## src/rtl/apb_req_arbiter_if.sv

```systemverilog
// Bundle of the two requester ports and the APB master port of the arbiter.
// The master modport is the arbiter's view. The slave modport is the view of the requesters and the APB slave.
interface apb_req_arbiter_if;
   logic       req0;
   logic       wr0;
   logic [7:0] addr0;
   logic [7:0] wdata0;
   logic       req1;
   logic       wr1;
   logic [7:0] addr1;
   logic [7:0] wdata1;
   logic       ack0;
   logic       ack1;
   logic       err;
   logic [7:0] rdata;
   logic       psel;
   logic       pena;
   logic       pwrite;
   logic [7:0] paddr;
   logic [7:0] pwr_data;
   logic       pready;
   logic [7:0] pdata;

   modport master (
      input  req0, wr0, addr0, wdata0, req1, wr1, addr1, wdata1, pready, pdata,
      output ack0, ack1, err, rdata, psel, pena, pwrite, paddr, pwr_data
   );

   modport slave (
      output req0, wr0, addr0, wdata0, req1, wr1, addr1, wdata1, pready, pdata,
      input  ack0, ack1, err, rdata, psel, pena, pwrite, paddr, pwr_data
   );
endinterface

```

## src/rtl/apb_req_arbiter.sv

```systemverilog
// Two-requester round-robin arbiter that issues one APB transfer at a time.
// A transfer completes on pready, or with an error after TMO wait cycles in ACCESS.
module apb_req_arbiter #(
   parameter int TMO = 15
) (
   input  logic               pclk,
   input  logic               preset,
   apb_req_arbiter_if.master  bus,
   output logic [1:0]         o_state
);
   typedef enum logic [1:0] {IDLE = 2'd0, SETUP = 2'd1, ACCESS = 2'd2} state_t;

   state_t     r_state;
   logic       r_gnt;
   logic       r_last;
   logic [7:0] r_cnt;
   logic       r_psel;
   logic       r_pena;
   logic       r_pwrite;
   logic [7:0] r_paddr;
   logic [7:0] r_pwr_data;
   logic [7:0] r_rdata;
   logic       r_ack0;
   logic       r_ack1;
   logic       r_err;

   logic       w_pick;
   logic       w_tmo;

   // Under contention, the requester that did not win last time goes first.
   always_comb begin
      w_pick = bus.req1;
      if (bus.req0 && bus.req1) w_pick = ~r_last;
   end

   // r_cnt holds the number of earlier ACCESS cycles without pready.
   assign w_tmo = (r_cnt == 8'(TMO - 1));

   always_ff @(posedge pclk) begin
      if (preset) begin
         r_state    <= IDLE;
         r_gnt      <= 1'b0;
         r_last     <= 1'b1;
         r_cnt      <= 8'd0;
         r_psel     <= 1'b0;
         r_pena     <= 1'b0;
         r_pwrite   <= 1'b0;
         r_paddr    <= 8'd0;
         r_pwr_data <= 8'd0;
         r_rdata    <= 8'd0;
         r_ack0     <= 1'b0;
         r_ack1     <= 1'b0;
         r_err      <= 1'b0;
      end else begin
         r_ack0 <= 1'b0;
         r_ack1 <= 1'b0;
         r_err  <= 1'b0;
         case (r_state)
            IDLE: begin
               if (bus.req0 || bus.req1) begin
                  r_gnt      <= w_pick;
                  r_last     <= w_pick;
                  r_pwrite   <= w_pick ? bus.wr1    : bus.wr0;
                  r_paddr    <= w_pick ? bus.addr1  : bus.addr0;
                  r_pwr_data <= w_pick ? bus.wdata1 : bus.wdata0;
                  r_cnt      <= 8'd0;
                  r_psel     <= 1'b1;
                  r_state    <= SETUP;
               end
            end
            SETUP: begin
               r_pena  <= 1'b1;
               r_state <= ACCESS;
            end
            ACCESS: begin
               // pready takes priority over a timeout that falls in the same cycle.
               if (bus.pready || w_tmo) begin
                  r_ack0  <= ~r_gnt;
                  r_ack1  <= r_gnt;
                  r_err   <= ~bus.pready;
                  r_psel  <= 1'b0;
                  r_pena  <= 1'b0;
                  r_state <= IDLE;
                  if (bus.pready && !r_pwrite) r_rdata <= bus.pdata;
               end else begin
                  r_cnt <= r_cnt + 8'd1;
               end
            end
            default: r_state <= IDLE;
         endcase
      end
   end

   assign bus.ack0     = r_ack0;
   assign bus.ack1     = r_ack1;
   assign bus.err      = r_err;
   assign bus.rdata    = r_rdata;
   assign bus.psel     = r_psel;
   assign bus.pena     = r_pena;
   assign bus.pwrite   = r_pwrite;
   assign bus.paddr    = r_paddr;
   assign bus.pwr_data = r_pwr_data;
   assign o_state      = r_state;
endmodule

```

## src/flat_wrapper.sv

```systemverilog
// flat-port wrapper written by rule: the top's interface ports become plain ports
module apb_req_arbiter_flat 
#(
   parameter int TMO = 15
)
  (pclk, preset, o_state, bus_req0, bus_wr0, bus_addr0, bus_wdata0, bus_req1, bus_wr1, bus_addr1, bus_wdata1, bus_pready, bus_pdata, bus_ack0, bus_ack1, bus_err, bus_rdata, bus_psel, bus_pena, bus_pwrite, bus_paddr, bus_pwr_data);
  apb_req_arbiter_if bus_i ();
  input  logic pclk;
  input  logic preset;
  output logic [1:0] o_state;
  input wire logic [$bits(bus_i.req0)-1:0] bus_req0;
  input wire logic [$bits(bus_i.wr0)-1:0] bus_wr0;
  input wire logic [$bits(bus_i.addr0)-1:0] bus_addr0;
  input wire logic [$bits(bus_i.wdata0)-1:0] bus_wdata0;
  input wire logic [$bits(bus_i.req1)-1:0] bus_req1;
  input wire logic [$bits(bus_i.wr1)-1:0] bus_wr1;
  input wire logic [$bits(bus_i.addr1)-1:0] bus_addr1;
  input wire logic [$bits(bus_i.wdata1)-1:0] bus_wdata1;
  input wire logic [$bits(bus_i.pready)-1:0] bus_pready;
  input wire logic [$bits(bus_i.pdata)-1:0] bus_pdata;
  output wire logic [$bits(bus_i.ack0)-1:0] bus_ack0;
  output wire logic [$bits(bus_i.ack1)-1:0] bus_ack1;
  output wire logic [$bits(bus_i.err)-1:0] bus_err;
  output wire logic [$bits(bus_i.rdata)-1:0] bus_rdata;
  output wire logic [$bits(bus_i.psel)-1:0] bus_psel;
  output wire logic [$bits(bus_i.pena)-1:0] bus_pena;
  output wire logic [$bits(bus_i.pwrite)-1:0] bus_pwrite;
  output wire logic [$bits(bus_i.paddr)-1:0] bus_paddr;
  output wire logic [$bits(bus_i.pwr_data)-1:0] bus_pwr_data;
  assign bus_i.req0 = bus_req0;
  assign bus_i.wr0 = bus_wr0;
  assign bus_i.addr0 = bus_addr0;
  assign bus_i.wdata0 = bus_wdata0;
  assign bus_i.req1 = bus_req1;
  assign bus_i.wr1 = bus_wr1;
  assign bus_i.addr1 = bus_addr1;
  assign bus_i.wdata1 = bus_wdata1;
  assign bus_i.pready = bus_pready;
  assign bus_i.pdata = bus_pdata;
  assign bus_ack0 = bus_i.ack0;
  assign bus_ack1 = bus_i.ack1;
  assign bus_err = bus_i.err;
  assign bus_rdata = bus_i.rdata;
  assign bus_psel = bus_i.psel;
  assign bus_pena = bus_i.pena;
  assign bus_pwrite = bus_i.pwrite;
  assign bus_paddr = bus_i.paddr;
  assign bus_pwr_data = bus_i.pwr_data;
  apb_req_arbiter #(.TMO(TMO)) u_core (.pclk(pclk), .preset(preset), .bus(bus_i), .o_state(o_state));
endmodule
```

## config.mk

```make
export PLATFORM = sky130hd
export DESIGN_NAME = apb_req_arbiter_flat
export DESIGN_NICKNAME = d
export VERILOG_FILES = /design/src/rtl/apb_req_arbiter_if.sv /design/src/rtl/apb_req_arbiter.sv /design/src/flat_wrapper.sv
export SDC_FILE = /design/constraint.sdc
export NUM_CORES = 1
export LEC_CHECK = 0
export CAP_MARGIN = 20
export CORE_MARGIN = 10
export CORE_UTILIZATION = 42
export CTS_CLUSTER_DIAMETER = 100
export DETAILED_ROUTE_END_ITERATION = 6
export HOLD_SLACK_MARGIN = 0.1
export MAX_ROUTING_LAYER = met4
export PLACE_DENSITY = 0.85
export SYNTH_ARGS = -nofsm -noshare
export SYNTH_HDL_FRONTEND = slang
export SYNTH_SLANG_ARGS = --single-unit
```

## constraint.sdc

```tcl
create_clock -name pclk -period 2.02 [get_ports pclk]
set_input_delay 0.606 -clock pclk [delete_from_list [all_inputs] [get_ports pclk]]
set_output_delay 0.606 -clock pclk [all_outputs]
set_load 0.1 [all_outputs]
```

**Word-level counts from Yosys, hierarchy flattened**

Index checks and enable logic that the tools add are counted.

- Register bits: 42
- Input bits: 47
- Output and inout port bits: 32
- Word-level logic and storage cells: 54

- Add/subtract/negate cells: 1
- Eq/ne operators: 6
- Mux-type cells: 14
- Bitwise logic cells: 5
- Reduce and logical (&&, ||, !) cells: 15

Operators with widths:

| kind | number |
|---|---|
| 8-bit two-way mux | 4 |
| 8-bit case mux with 2 select lines | 1 |
| 3-bit AND reduction | 3 |
| 8-bit by 1-bit adder with 8-bit output (second input constant) | 1 |
| 8-bit by 4-bit == test with 1-bit output (second input constant) | 1 |
| 2-bit case mux with 3 select lines | 1 |
| 2-bit AND reduction | 3 |
| 1-bit NOT | 5 |
| 1-bit two-way mux | 4 |
| 2-bit two-way mux | 2 |
| 2-bit by 1-bit != test with 1-bit output (second input constant) | 2 |
| 1-bit case mux with 2 select lines | 2 |
| 2-bit nonzero test | 2 |
| 3-bit OR reduction | 1 |
| 2-bit by 1-bit == test with 1-bit output (second input constant) | 1 |
| 2-bit == test (second input constant) | 1 |
| 1-bit logical AND | 2 |
| 2-bit logical NOT | 1 |
| 1-bit logical OR | 2 |
| 2-bit != test (second input constant) | 1 |
| 1-bit logical NOT | 1 |

**Logic depth before layout (Yosys ltp)**

Gate-level depths: netlist (run 1).

- Word-level depth: 4
- Depth in mapped cells: 7
- Gate-level depth less buffers: 6

**Worst setup path before layout (run 1)**

OpenSTA, ideal clock, no wires.

- Path kind: register to register
- From: register u_core.r_state[1], in the netlist u_core.o_state[1]
- To: register u_core.r_cnt[5]
- Setup time: 0.120 ns
- Arrival: 2.019 ns
- Required time: 1.900 ns
- Setup slack: -0.118 ns
- Cell stages (with the launch flop): 5
- Buffers on the path: 0
- Clock period less this slack: 2.138 ns
- Cell sequence: dfxtp_1 > nand2b_1 > a211oi_2 > nor3_1 > a211o_1

- Longest elaborated chain between the ends: 3
- Elaborated cells on any way between the ends: 7
- Classes of those cells: eq/ne: 3; mux: 1; reduce/logical: 3

RTL lines:

| what | line | RTL |
|---|---|---|
| start, declared | apb_req_arbiter.sv:13 | `state_t r_state;` |
| start signal, assigned | apb_req_arbiter.sv:41 | `r_state <= IDLE;` |
| start signal, assigned | apb_req_arbiter.sv:68 | `r_state <= SETUP;` |
| start signal, assigned | apb_req_arbiter.sv:73 | `r_state <= ACCESS;` |
| 2-bit == test or 2-bit logical NOT (tied branches) | apb_req_arbiter.sv:58 | `case (r_state)` |
| 2-bit != test (no source line) (tied with other cells) | n/a |  |
| 3-bit AND reduction (no source line) | n/a |  |
| end signal, assigned | apb_req_arbiter.sv:86 | `r_cnt <= r_cnt + 8'd1;` |
| end, declared | apb_req_arbiter.sv:16 | `logic [7:0] r_cnt;` |

Parallel ways exist; a longest one is shown, timed or not.
A chain may end at the register's enable or synchronous reset.

**Final worst setup path (run 1)**

- From: input port bus_req0
- To: register u_core.r_paddr[5], in the netlist u_core.bus.paddr[5]

- Longest elaborated chain between the ends: 3
- Elaborated cells on any way between the ends: 5
- Classes of those cells: mux: 2; reduce/logical: 3

RTL lines:

| what | line | RTL |
|---|---|---|
| start, declared | flat_wrapper.sv:11 | `input wire logic [$bits(bus_i.req0)-1:0] bus_req0;` |
| 1-bit logical AND | apb_req_arbiter.sv:33 | `if (bus.req0 && bus.req1) w_pick = ~r_last;` |
| 1-bit two-way mux | apb_req_arbiter.sv:33 |  |
| 8-bit two-way mux | apb_req_arbiter.sv:64 | `r_paddr <= w_pick ? bus.addr1 : bus.addr0;` |
| end signal, assigned | apb_req_arbiter.sv:64 |  |
| end, declared | apb_req_arbiter.sv:20 | `logic [7:0] r_paddr;` |

Parallel ways exist; a longest one is shown, timed or not.

==> impl_metrics.ini, run 1 <==
[setup_path]
timing.rr.end = u_core.r_cnt[7]$_SDFFE_PP0P_
r2r_start = u_core.r_cnt[0]$_SDFFE_PP0P_
worstSetupPathType = input pin to register
worstSetupStartpointType = input pin
required_ns = 2.21
path_max_fanout = 36
crit_path_start = bus_req0
crit_path_end_kind = register
reg2regPathDepth = 6
crit_arrival_ns = 2.06
crit_end = u_core.bus.paddr[5]$_SDFFE_PP0P_
rrSetupSlack_ns = 0.31

[sta]
fin_skew_ns = 0.002674
setup-violations-final = 0
worst_slew_pin_slew_ns = 0.3763
rsz0062_at_grt = false
fmax_ghz = 0.5350
maxSlewViolCount = 0
hold_viol_final = 0
period_minus_slack_ns = 1.869
period_share_pct = 92.53
slew_headroom_pct = 74.27

[final_layout]
nFillCells = 268
nNetsFinal = 318
finalNonFillerCells = 319
multi_input_area_um2 = 883.3
seq_area_um2 = 842.1
n_antenna_cell = 0
area_growth_pct = 69.73
drive_gt1_share_pct = 20.07
fin_util_pct = 75.20

[synth]
seq_area_frac_synth_pct = 46.44
synth-compound-area-share_pct = 14.58
synth_mux_area_share_pct = 13.82
ys.flop_type = dfxtp_1
netlist-cell-type-count = 34
synth_top_area_share_pct = 46.44
synth-adder-area-share_pct = 1.382
ys_seq_elements = 42
syn-num-nets = 238
syn_area_per_cell_um2 = 9.579
synth_top_cell_by_area = dfxtp_1
synth_top_family_by_area = simple AND/OR/NAND/NOR gates
ys_async_sr_fraction_pct = 0
yosysWarnings = 0
synth_most_common_cell = dfxtp_1
synthXorXnorAreaFrac_pct = 0
synth_enable_flop_cells = 0
synth_area_leaders = dfxtp_1 (46%), mux2i_1 (14%), a211oi_1 (7.5%), nor2_1 (6.8%), a211o_1 (1.9%)
synth-simple-area-share_pct = 18.52
synth_commonest_cells = dfxtp_1 (42), nor2_1 (33), mux2i_1 (25)
syn_inst = 189
synth_area_um2 = 1810

[routing]
drc = 0
routedWlPerCell_um = 17.07
ant_nets = 0
routed_wl_um = 5444
drt-initial-drc-count = 137
vias_per_cell = 5.335
drtPass1Iterations = 4
vias = 1702

[clock_network]
cts_tree = built
ctsResizeCount = 0
hold_buffers = 0
postCtsSetupRepairBufs = 0
insertion_delay_ns = 0.30
cts.sinks = 42
clockBufferDepth = 2
cts_buffers = 5
cts-root-buf = clkbuf_8
ctsHtreeMaxLevel = 2
path_clk_slew_ns = 0.07

[place]
routabilityCongestion = 0.8924
io_buffers = 78
dpl.hpwl_um = 4240
place_inst = 312

[grt]
grt_use_total_pct = 15.55
grt_overflow = 0
grt_first_pass_wirelength_um = 9039
grt_pass1_vias = 1873
grt_max_degree = 37
antenna_found_initial = 0

[power_and_ir_drop]
p_per_area_nw_per_um2 = 782.9
p_leak_nw = 1.214
ir_worst_vdd_v = 0.0005543

[floorplan]
die_w_um = 85.66
dieHeight_um = 85.66
ios = 79
die_area_um2 = 7337
coreArea_um2 = 4086
initial_core_util_pct = 44.30
rows = 23

[run]
maxCapViolations = 0

[outcome]
outcome = finished, final reports clean

[worst_hold_path]
hold_path_depth = 2
min_path_type = register to register
==> layout by cell type, fill, tap and decap left out, drive strengths merged <==
| master | instances |
|---|---|
| a2111oi | 1 |
| a211o | 4 |
| a211oi | 19 |
| a21boi | 1 |
| a21oi | 6 |
| a41o | 1 |
| and3 | 6 |
| and4b | 1 |
| buf | 40 |
| clkbuf | 7 |
| clkdlybuf4s50 | 46 |
| dfxtp | 42 |
| ha | 2 |
| inv | 6 |
| mux2i | 25 |
| nand2 | 4 |
| nand2b | 4 |
| nand3 | 7 |
| nand4 | 1 |
| nor2 | 33 |
| nor3 | 4 |
| nor3b | 1 |
| nor4 | 3 |
| o2111ai | 1 |
| o211ai | 1 |
| o41ai | 1 |
| or3 | 1 |
| or4 | 1 |
==> cell type report <==
class                           count  share of cell area (%)
Multi-Input combinational cell    128                   28.75
Tap cell                           50                   2.036
Clock buffer                        7                   2.484
Timing Repair Buffer               86                   38.60
Sequential cell                    42                   27.40
Inverter                            6                  0.7329
==> worst max-delay path: stages <==
cell	delay, ns
clkdlybuf4s50_1	0.51
nor2_1	0.08
nor3_2	0.28
buf_12	0.24
nor2_1	0.07
a211oi_1	0.27
==> logic make-up (layout without fill, tap and decap cells) <==
logic type / after synthesis / in the layout
adders and majority gates: 2 / 2
buffers and inverters: 19 / 99
DFF: 42 / 42
muxes: 25 / 25
AOI/OAI and AO/OA: 35 / 35
and+or+nand+nor: 66 / 66
==> power breakdown <==
part	internal (W)	leakage, nW	switching [W]
Sequential	0.000889	0.345	0.0000676
Clock	0.000238	0.0383	0.000271
Combinational	0.000371	0.831	0.000570
==> per-layer routing <==
metal  GRT usage (%)  vias up  part of all wire, %
met1           16.56      781                   41
met4           4.192        0                  1.3
li1                -      840                    -
met3           7.379        9                  9.3
met5               -        -                    0
met2           25.34       72                   49
==> metrics by stage <==
step | total power, W | hold slack [ns] | cell area, µm² | setup TNS (ns) | setup WS [ns]
finish | 0.002406 | 0.4605 | 3073 | 0 | 0.1510
global route | 0.002500 | 0.5023 | 3073 | 0 | 0.009182
CTS | 0.002428 | 0.4665 | 3073 | 0 | 0.1412
detailed placement | 0.001914 | 0.4510 | 2997 | -1.042 | -0.08962
global placement | 0.001898 | 0.4253 | 2997 | -0.06163 | -0.01535
floorplan | 0.001505 | 0.4134 | 1812 | 0 | 0.07795
==> worst min path at each step <==
stage                                   start                          to  slack, ns
floorplan           u_core.r_gnt$_SDFFE_PP0P_  u_core.bus.ack0$_SDFF_PP0_       0.41
global placement    u_core.r_gnt$_SDFFE_PP0P_  u_core.bus.ack0$_SDFF_PP0_       0.43
detailed placement  u_core.r_gnt$_SDFFE_PP0P_  u_core.bus.ack0$_SDFF_PP0_       0.45
CTS                 u_core.r_gnt$_SDFFE_PP0P_  u_core.bus.ack1$_SDFF_PP0_       0.47
global route        u_core.r_gnt$_SDFFE_PP0P_  u_core.bus.ack1$_SDFF_PP0_       0.50
finish              u_core.r_gnt$_SDFFE_PP0P_  u_core.bus.ack1$_SDFF_PP0_       0.46
==> sequential cells by signal, indices dropped and copies added, names as in the netlist <==
register             count
u_core.bus.pena          1
u_core.bus.psel          1
u_core.bus.ack1          1
u_core.bus.err           1
u_core.bus.ack0          1
u_core.bus.pwrite        1
u_core.bus.rdata         8
u_core.o_state           2
u_core.r_cnt             8
u_core.bus.pwr_data      8
u_core.bus.paddr         8
u_core.r_last            1
u_core.r_gnt             1
(Power assumes the default switching activity.)
==> inputs of run 2 (changes only) <==
--- a/config.mk
+++ b/config.mk
@@ -7,12 +7,13 @@
 export LEC_CHECK = 0
 export CAP_MARGIN = 20
 export CORE_MARGIN = 10
-export CORE_UTILIZATION = 42
+export CORE_UTILIZATION = 38
 export CTS_CLUSTER_DIAMETER = 100
 export DETAILED_ROUTE_END_ITERATION = 6
 export HOLD_SLACK_MARGIN = 0.1
 export MAX_ROUTING_LAYER = met4
-export PLACE_DENSITY = 0.85
+export PLACE_DENSITY = 0.81
+export REMOVE_ABC_BUFFERS = 1
 export SYNTH_ARGS = -nofsm -noshare
 export SYNTH_HDL_FRONTEND = slang
 export SYNTH_SLANG_ARGS = --single-unit
==> constraint.sdc (replaced) <==
create_clock -name pclk -period 1.7 [get_ports pclk]
set_input_delay 0.51 -clock pclk [delete_from_list [all_inputs] [get_ports pclk]]
set_output_delay 0.51 -clock pclk [all_outputs]
set_load 0.1 [all_outputs]
==> run 2 against run 1 <==
  * First-iteration DRC count shrank 35%
  * Global-route usage shrank 1.6 points
  * Total power grew 27%
  * Clock power grew 52%
  * Sequential power grew 18%
==> impl_metrics.ini, run 2 (synthesized netlist as in run 1, its figures left out) <==
[sta]
hold_viol_final = 0
worst_slew_pin_slew_ns = 0.3560
period_minus_slack_ns = 1.639
setup-violations-final = 0
fin_skew_ns = 0.006645
maxSlewViolCount = 0
fin_tns_setup_ns = 0
rsz0062_at_grt = true
fmax_ghz = 0.6102
slew_headroom_pct = 75.65
whs_ns = 0.4735
period_share_pct = 96.40

[final_layout]
area_growth_pct = 78.30
nNetsFinal = 329
drive_gt1_share_pct = 25.27
n_antenna_cell = 0
layout_commonest_cell = clkdlybuf4s50_1
layout_common_cells = clkdlybuf4s50_1 (45), dfxtp_1 (42), buf_12 (34)

[setup_path]
worstSetupPathDepth = 6
path_max_fanout = 4
worstSetupPathType = register to register
worstSetupStartpointType = register
cp_top_family = compound AO/OA/AOI/OAI gates
cp_slowest_stage_delay_ns = 0.33
required_ns = 1.89
reg2regPathDepth = 6
crit_path_end_kind = register
path_buf_inv = 1
crit_chain = inv_1 -> ha_1 -> and4b_4 -> a211oi_4 -> nor3_2 -> a211o_1
crit_arrival_ns = 1.83
crit_slowest_cell = dfxtp_1

[power_and_ir_drop]
p_leak_nw = 1.302
ir_worst_vdd_v = 0.0005225
p_per_area_nw_per_um2 = 945.7

[worst_hold_path]
hold_path_depth = 2
min_path_type = register to register

[run]
maxCapViolations = 0

[place]
dpl.hpwl_um = 4351
routabilityCongestion = 0.8536
io_buffers = 78

[clock_network]
path_clk_slew_ns = 0.08
insertion_delay_ns = 0.30
cts_buffers = 5
cts.sinks = 42
cts-root-buf = clkbuf_8
ctsHtreeMaxLevel = 2
clockBufferDepth = 2
postCtsSetupRepairBufs = 0
cts_tree = built
hold_buffers = 0

[grt]
grt_first_pass_wirelength_um = 8300
grt_use_total_pct = 13.94
antenna_found_initial = 0
grt_pass1_vias = 1734
grt_max_degree = 28
grt_overflow = 0

[floorplan]
coreArea_um2 = 4661
die_area_um2 = 7925
ios = 79
rows = 25
initial_core_util_pct = 38.85
dieHeight_um = 89.03
die_w_um = 89.03

[routing]
vias_per_cell = 5.218
drtPass1Iterations = 4
drt-initial-drc-count = 89
routedWlPerCell_um = 15.82
drc = 0
ant_nets = 0
vias = 1748
routed_wl_um = 5300

[outcome]
outcome = finished, final reports clean
run 2: changes by cell type in the layout (fill, tap and decap cells not counted), sizes merged:
cell / previous run / this run
dlymetal6s2s: 0 / 1
clkinv: 0 / 2
clkbuf: 7 / 5
buf: 40 / 51
bufinv: 0 / 1
clkdlybuf4s50: 46 / 45
run 2: stage by stage:
| stage | power, W | instances | utilization, % | area (µm²) | setup slack [ns] |
|---|---|---|---|---|---|
| floorplan | 0.001768 | 176 | - | 1738 | -1.759 |
| global placement | 0.002283 | 327 | 66.15 | 3083 | -0.1638 |
| detailed placement | 0.002306 | 327 | 66.15 | 3083 | -0.2146 |
| CTS | 0.003075 | 335 | 68.64 | 3199 | 0.01240 |
| global route | 0.003167 | 335 | 69.26 | 3228 | -0.01721 |
| finish | 0.003053 | 335 | 69.26 | 3228 | 0.06118 |
run 2: power breakdown:
group	internal, W	total (W)	switching [W]	leakage, nW
clock network	0.000432	0.000776	0.000343	0.0579
registers	0.00106	0.00113	0.0000704	0.344
logic	0.000468	0.00115	0.000684	0.899
run 2: worst reg2reg max path: cells and delay by family (launching register included):
| kind | cells | cell delay [ns] |
|---|---|---|
| AO/OA/AOI/OAI | 2 | 0.61 |
| adder cells (fa/ha/maj) | 1 | 0.20 |
| buffers and inverters | 1 | 0.06 |
| flip-flops | 1 | 0.33 |
| AND/OR/NAND/NOR | 2 | 0.32 |
run 2: layout make-up:
class	count	area, µm²
inverter	6	22.52
clock buffer	5	68.82
fill	351	1433
multi-input combinational	128	917.1
timing repair buffer	97	1271
clock inverter	3	40.04
tap	54	67.56
sequential	42	840.8
run 2: timing repair:
| action | in CTS | in global routing |
|---|---|---|
| endpoints found under the setup margin | 3 | 13 |
| cloned | 0 | 0 |
| endpoints found under the hold margin | 0 | 0 |
| pin swaps | 0 | 1 |
| gates resized for setup | 1 | 6 |
run 2: per-layer routing:
metal / track usage (%) / share of wire [%] / vias up
met5: - / 0 / -
met4: 4.769 / 1.3 / 0
met3: 5.469 / 8.8 / 9
met2: 23.40 / 51 / 76
met1: 14.69 / 39 / 803
li1: - / - / 860
run 2: worst paths after layout:
path / from / end / slack (ns)
worst max register to register: u_core.r_cnt[0]$_SDFFE_PP0P_ / u_core.r_cnt[7]$_SDFFE_PP0P_ / 0.06
worst max-delay path: u_core.r_cnt[0]$_SDFFE_PP0P_ / u_core.r_cnt[7]$_SDFFE_PP0P_ / 0.06
worst min-delay path: u_core.r_gnt$_SDFFE_PP0P_ / u_core.bus.ack1$_SDFF_PP0_ / 0.47
worst min register to register: u_core.r_gnt$_SDFFE_PP0P_ / u_core.bus.ack1$_SDFF_PP0_ / 0.47
==> inputs of run 3 (changes only) <==
--- a/config.mk
+++ b/config.mk
@@ -7,13 +7,12 @@
 export LEC_CHECK = 0
 export CAP_MARGIN = 20
 export CORE_MARGIN = 10
-export CORE_UTILIZATION = 38
+export CORE_UTILIZATION = 45
 export CTS_CLUSTER_DIAMETER = 100
 export DETAILED_ROUTE_END_ITERATION = 6
 export HOLD_SLACK_MARGIN = 0.1
 export MAX_ROUTING_LAYER = met4
-export PLACE_DENSITY = 0.81
-export REMOVE_ABC_BUFFERS = 1
+export PLACE_DENSITY = 0.9
 export SYNTH_ARGS = -nofsm -noshare
 export SYNTH_HDL_FRONTEND = slang
 export SYNTH_SLANG_ARGS = --single-unit
==> constraint.sdc (replaced) <==
create_clock -name pclk -period 2.1 [get_ports pclk]
set_input_delay 0.63 -clock pclk [delete_from_list [all_inputs] [get_ports pclk]]
set_output_delay 0.63 -clock pclk [all_outputs]
set_load 0.1 [all_outputs]
==> run 3 against run 2 <==
  * Die area is 12% lower
  * Clock-buffer cell count is 2 higher
  * Total power is 23% lower
  * Wire length is 23% higher
  * Non-clock buffer count is 10 lower
  * Critical path depth stayed put
  * First-iteration DRC count is 69% higher
  * Global-route usage is 4.8 points higher
  * Clock skew is 0.0039 ns lower
  * Sequential cell count stayed put
  * Clock power is 37% lower
  * Cell count is 5.1% lower
  * Critical path type is now input pin to register
  * Highest routed layer unchanged
==> impl_metrics.ini, run 3 (synthesized netlist as in run 1, its figures left out) <==
[clock_network]
cts_buffers = 5
postCtsSetupRepairBufs = 0
cts.sinks = 42
path_clk_slew_ns = 0.07
clockBufferDepth = 2
ctsHtreeMaxLevel = 2
insertion_delay_ns = 0.29
hold_buffers = 0
ctsResizeCount = 0
cts-root-buf = clkbuf_8
cts_tree = built

[grt]
grt_use_total_pct = 18.78
grt_max_degree = 28
grt_pass1_vias = 2038
antenna_found_initial = 0
grt_overflow = 0
grt_first_pass_wirelength_um = 10520

[setup_path]
crit_slowest_cell = clkdlybuf4s50_1
crit_path_end_kind = register
cp_slowest_stage_delay_ns = 0.49
worstSetupStartpointType = input pin
worstSetupPathType = input pin to register
path_buf_inv = 2
crit_chain = clkdlybuf4s50_1 -> nor2_1 -> nor3_2 -> buf_4 -> nor2_1 -> a211oi_1
crit_path_frequent_cell = nor2_1
crit_arrival_ns = 2.17
path_max_fanout = 27
required_ns = 2.29
cp_top_family = buffers and inverters

[sta]
whs_ns = 0.4728
fin_skew_ns = 0.002698
period_minus_slack_ns = 1.982
slew_headroom_pct = 69.09
maxSlewViolCount = 0
fin_tns_setup_ns = 0
worst_slew_pin_slew_ns = 0.4601
rsz0062_at_grt = false
fmax_ghz = 0.5046
period_share_pct = 94.37
setup-violations-final = 0
layout_setup_ws_ns = 0.1182
hold_viol_final = 0

[place]
routabilityCongestion = 0.8909
dp_slack_ns = -0.07415
io_buffers = 78
dpl.hpwl_um = 4949
placed_area_um2 = 2994
place_inst = 311

[final_layout]
seq_area_um2 = 842.1
nFillCells = 167
fin_area_um2 = 3070
layout_commonest_cell = clkdlybuf4s50_1
drive_gt1_share_pct = 20.74
finalNonFillerCells = 318
n_antenna_cell = 0
layout_common_cells = clkdlybuf4s50_1 (46), dfxtp_1 (41), nor2_1 (33), buf_12 (33), mux2i_1 (25)
nNetsFinal = 319
area_growth_pct = 69.59
multi_input_area_um2 = 888.4

[floorplan]
die_w_um = 83.43
die_area_um2 = 6961
dieHeight_um = 83.43
coreArea_um2 = 3771
ios = 79
rows = 22
initial_core_util_pct = 48.01

[routing]
vias = 1824
ant_nets = 0
routed_wl_um = 6507
vias_per_cell = 5.736
routedWlPerCell_um = 20.46
drtPass1Iterations = 4
drt-initial-drc-count = 150
drc = 0

[run]
maxCapViolations = 0

[power_and_ir_drop]
ir_worst_vdd_v = 0.0005774
p_per_area_nw_per_um2 = 760.9
p_leak_nw = 1.215

[outcome]
outcome = finished, final reports clean

[worst_hold_path]
min_path_type = register to register
==> run 3: cell types whose count changed in the layout (fill, tap and decap cells not counted), sizes merged <==
cell           delta
buf              -10
clkbuf            +2
clkinv            -2
bufinv            -1
clkdlybuf4s50     +1
dlymetal6s2s      -1
==> run 3: layer usage <==
layer / vias up / routed length, µm / GRT usage [%]
met5: - / 0 / -
met4: 0 / 180 / 6.505
met3: 16 / 523 / 8.105
met2: 82 / 3524 / 33.94
met1: 885 / 2279 / 17.28
li1: 841 / - / -
==> run 3: worst register-to-register path, delay by kind of cell (launching register included) <==
kind / cells / cell delay (ns)
buf+inv: 1 / 0.11
compound gates: 2 / 0.81
fa+ha+maj: 1 / 0.21
simple gates: 1 / 0.21
flops: 1 / 0.44
==> run 3: final timing paths <==
check / from / end / slack, ns / cells past startpoint
worst max register to register: u_core.r_cnt[0]$_SDFFE_PP0P_ / u_core.r_cnt[3]$_SDFFE_PP0P_ / 0.21 / 5
worst max-delay path: bus_req0 / u_core.bus.paddr[1]$_SDFFE_PP0P_ / 0.12 / 6
worst min register to register: u_core.r_gnt$_SDFFE_PP0P_ / u_core.bus.ack1$_SDFF_PP0_ / 0.47 / 2
worst min-delay path: u_core.r_gnt$_SDFFE_PP0P_ / u_core.bus.ack1$_SDFF_PP0_ / 0.47 / 2
==> run 3: final cells by class <==
cell class | instances | share of cell area (%)
Clock buffer | 7 | 2.486
Timing Repair Buffer | 87 | 38.47
Inverter | 6 | 0.7335
Multi-Input combinational cell | 128 | 28.93
Tap cell | 48 | 1.956
Sequential cell | 42 | 27.42
==> run 3: stage by stage <==
step | total power (W) | util [%]
floorplan | 0.001448 | -
global placement | 0.001825 | 79.40
detailed placement | 0.001851 | 79.40
CTS | 0.002344 | 81.42
global route | 0.002403 | 81.42
finish | 0.002336 | 81.42
==> run 3: report_power, final <==
group | switching [W] | internal (W) | total (W) | leakage, nW
registers | 0.0000689 | 0.000855 | 0.000924 | 0.345
clock network | 0.000263 | 0.000229 | 0.000492 | 0.0383
logic | 0.000566 | 0.000355 | 0.000920 | 0.832
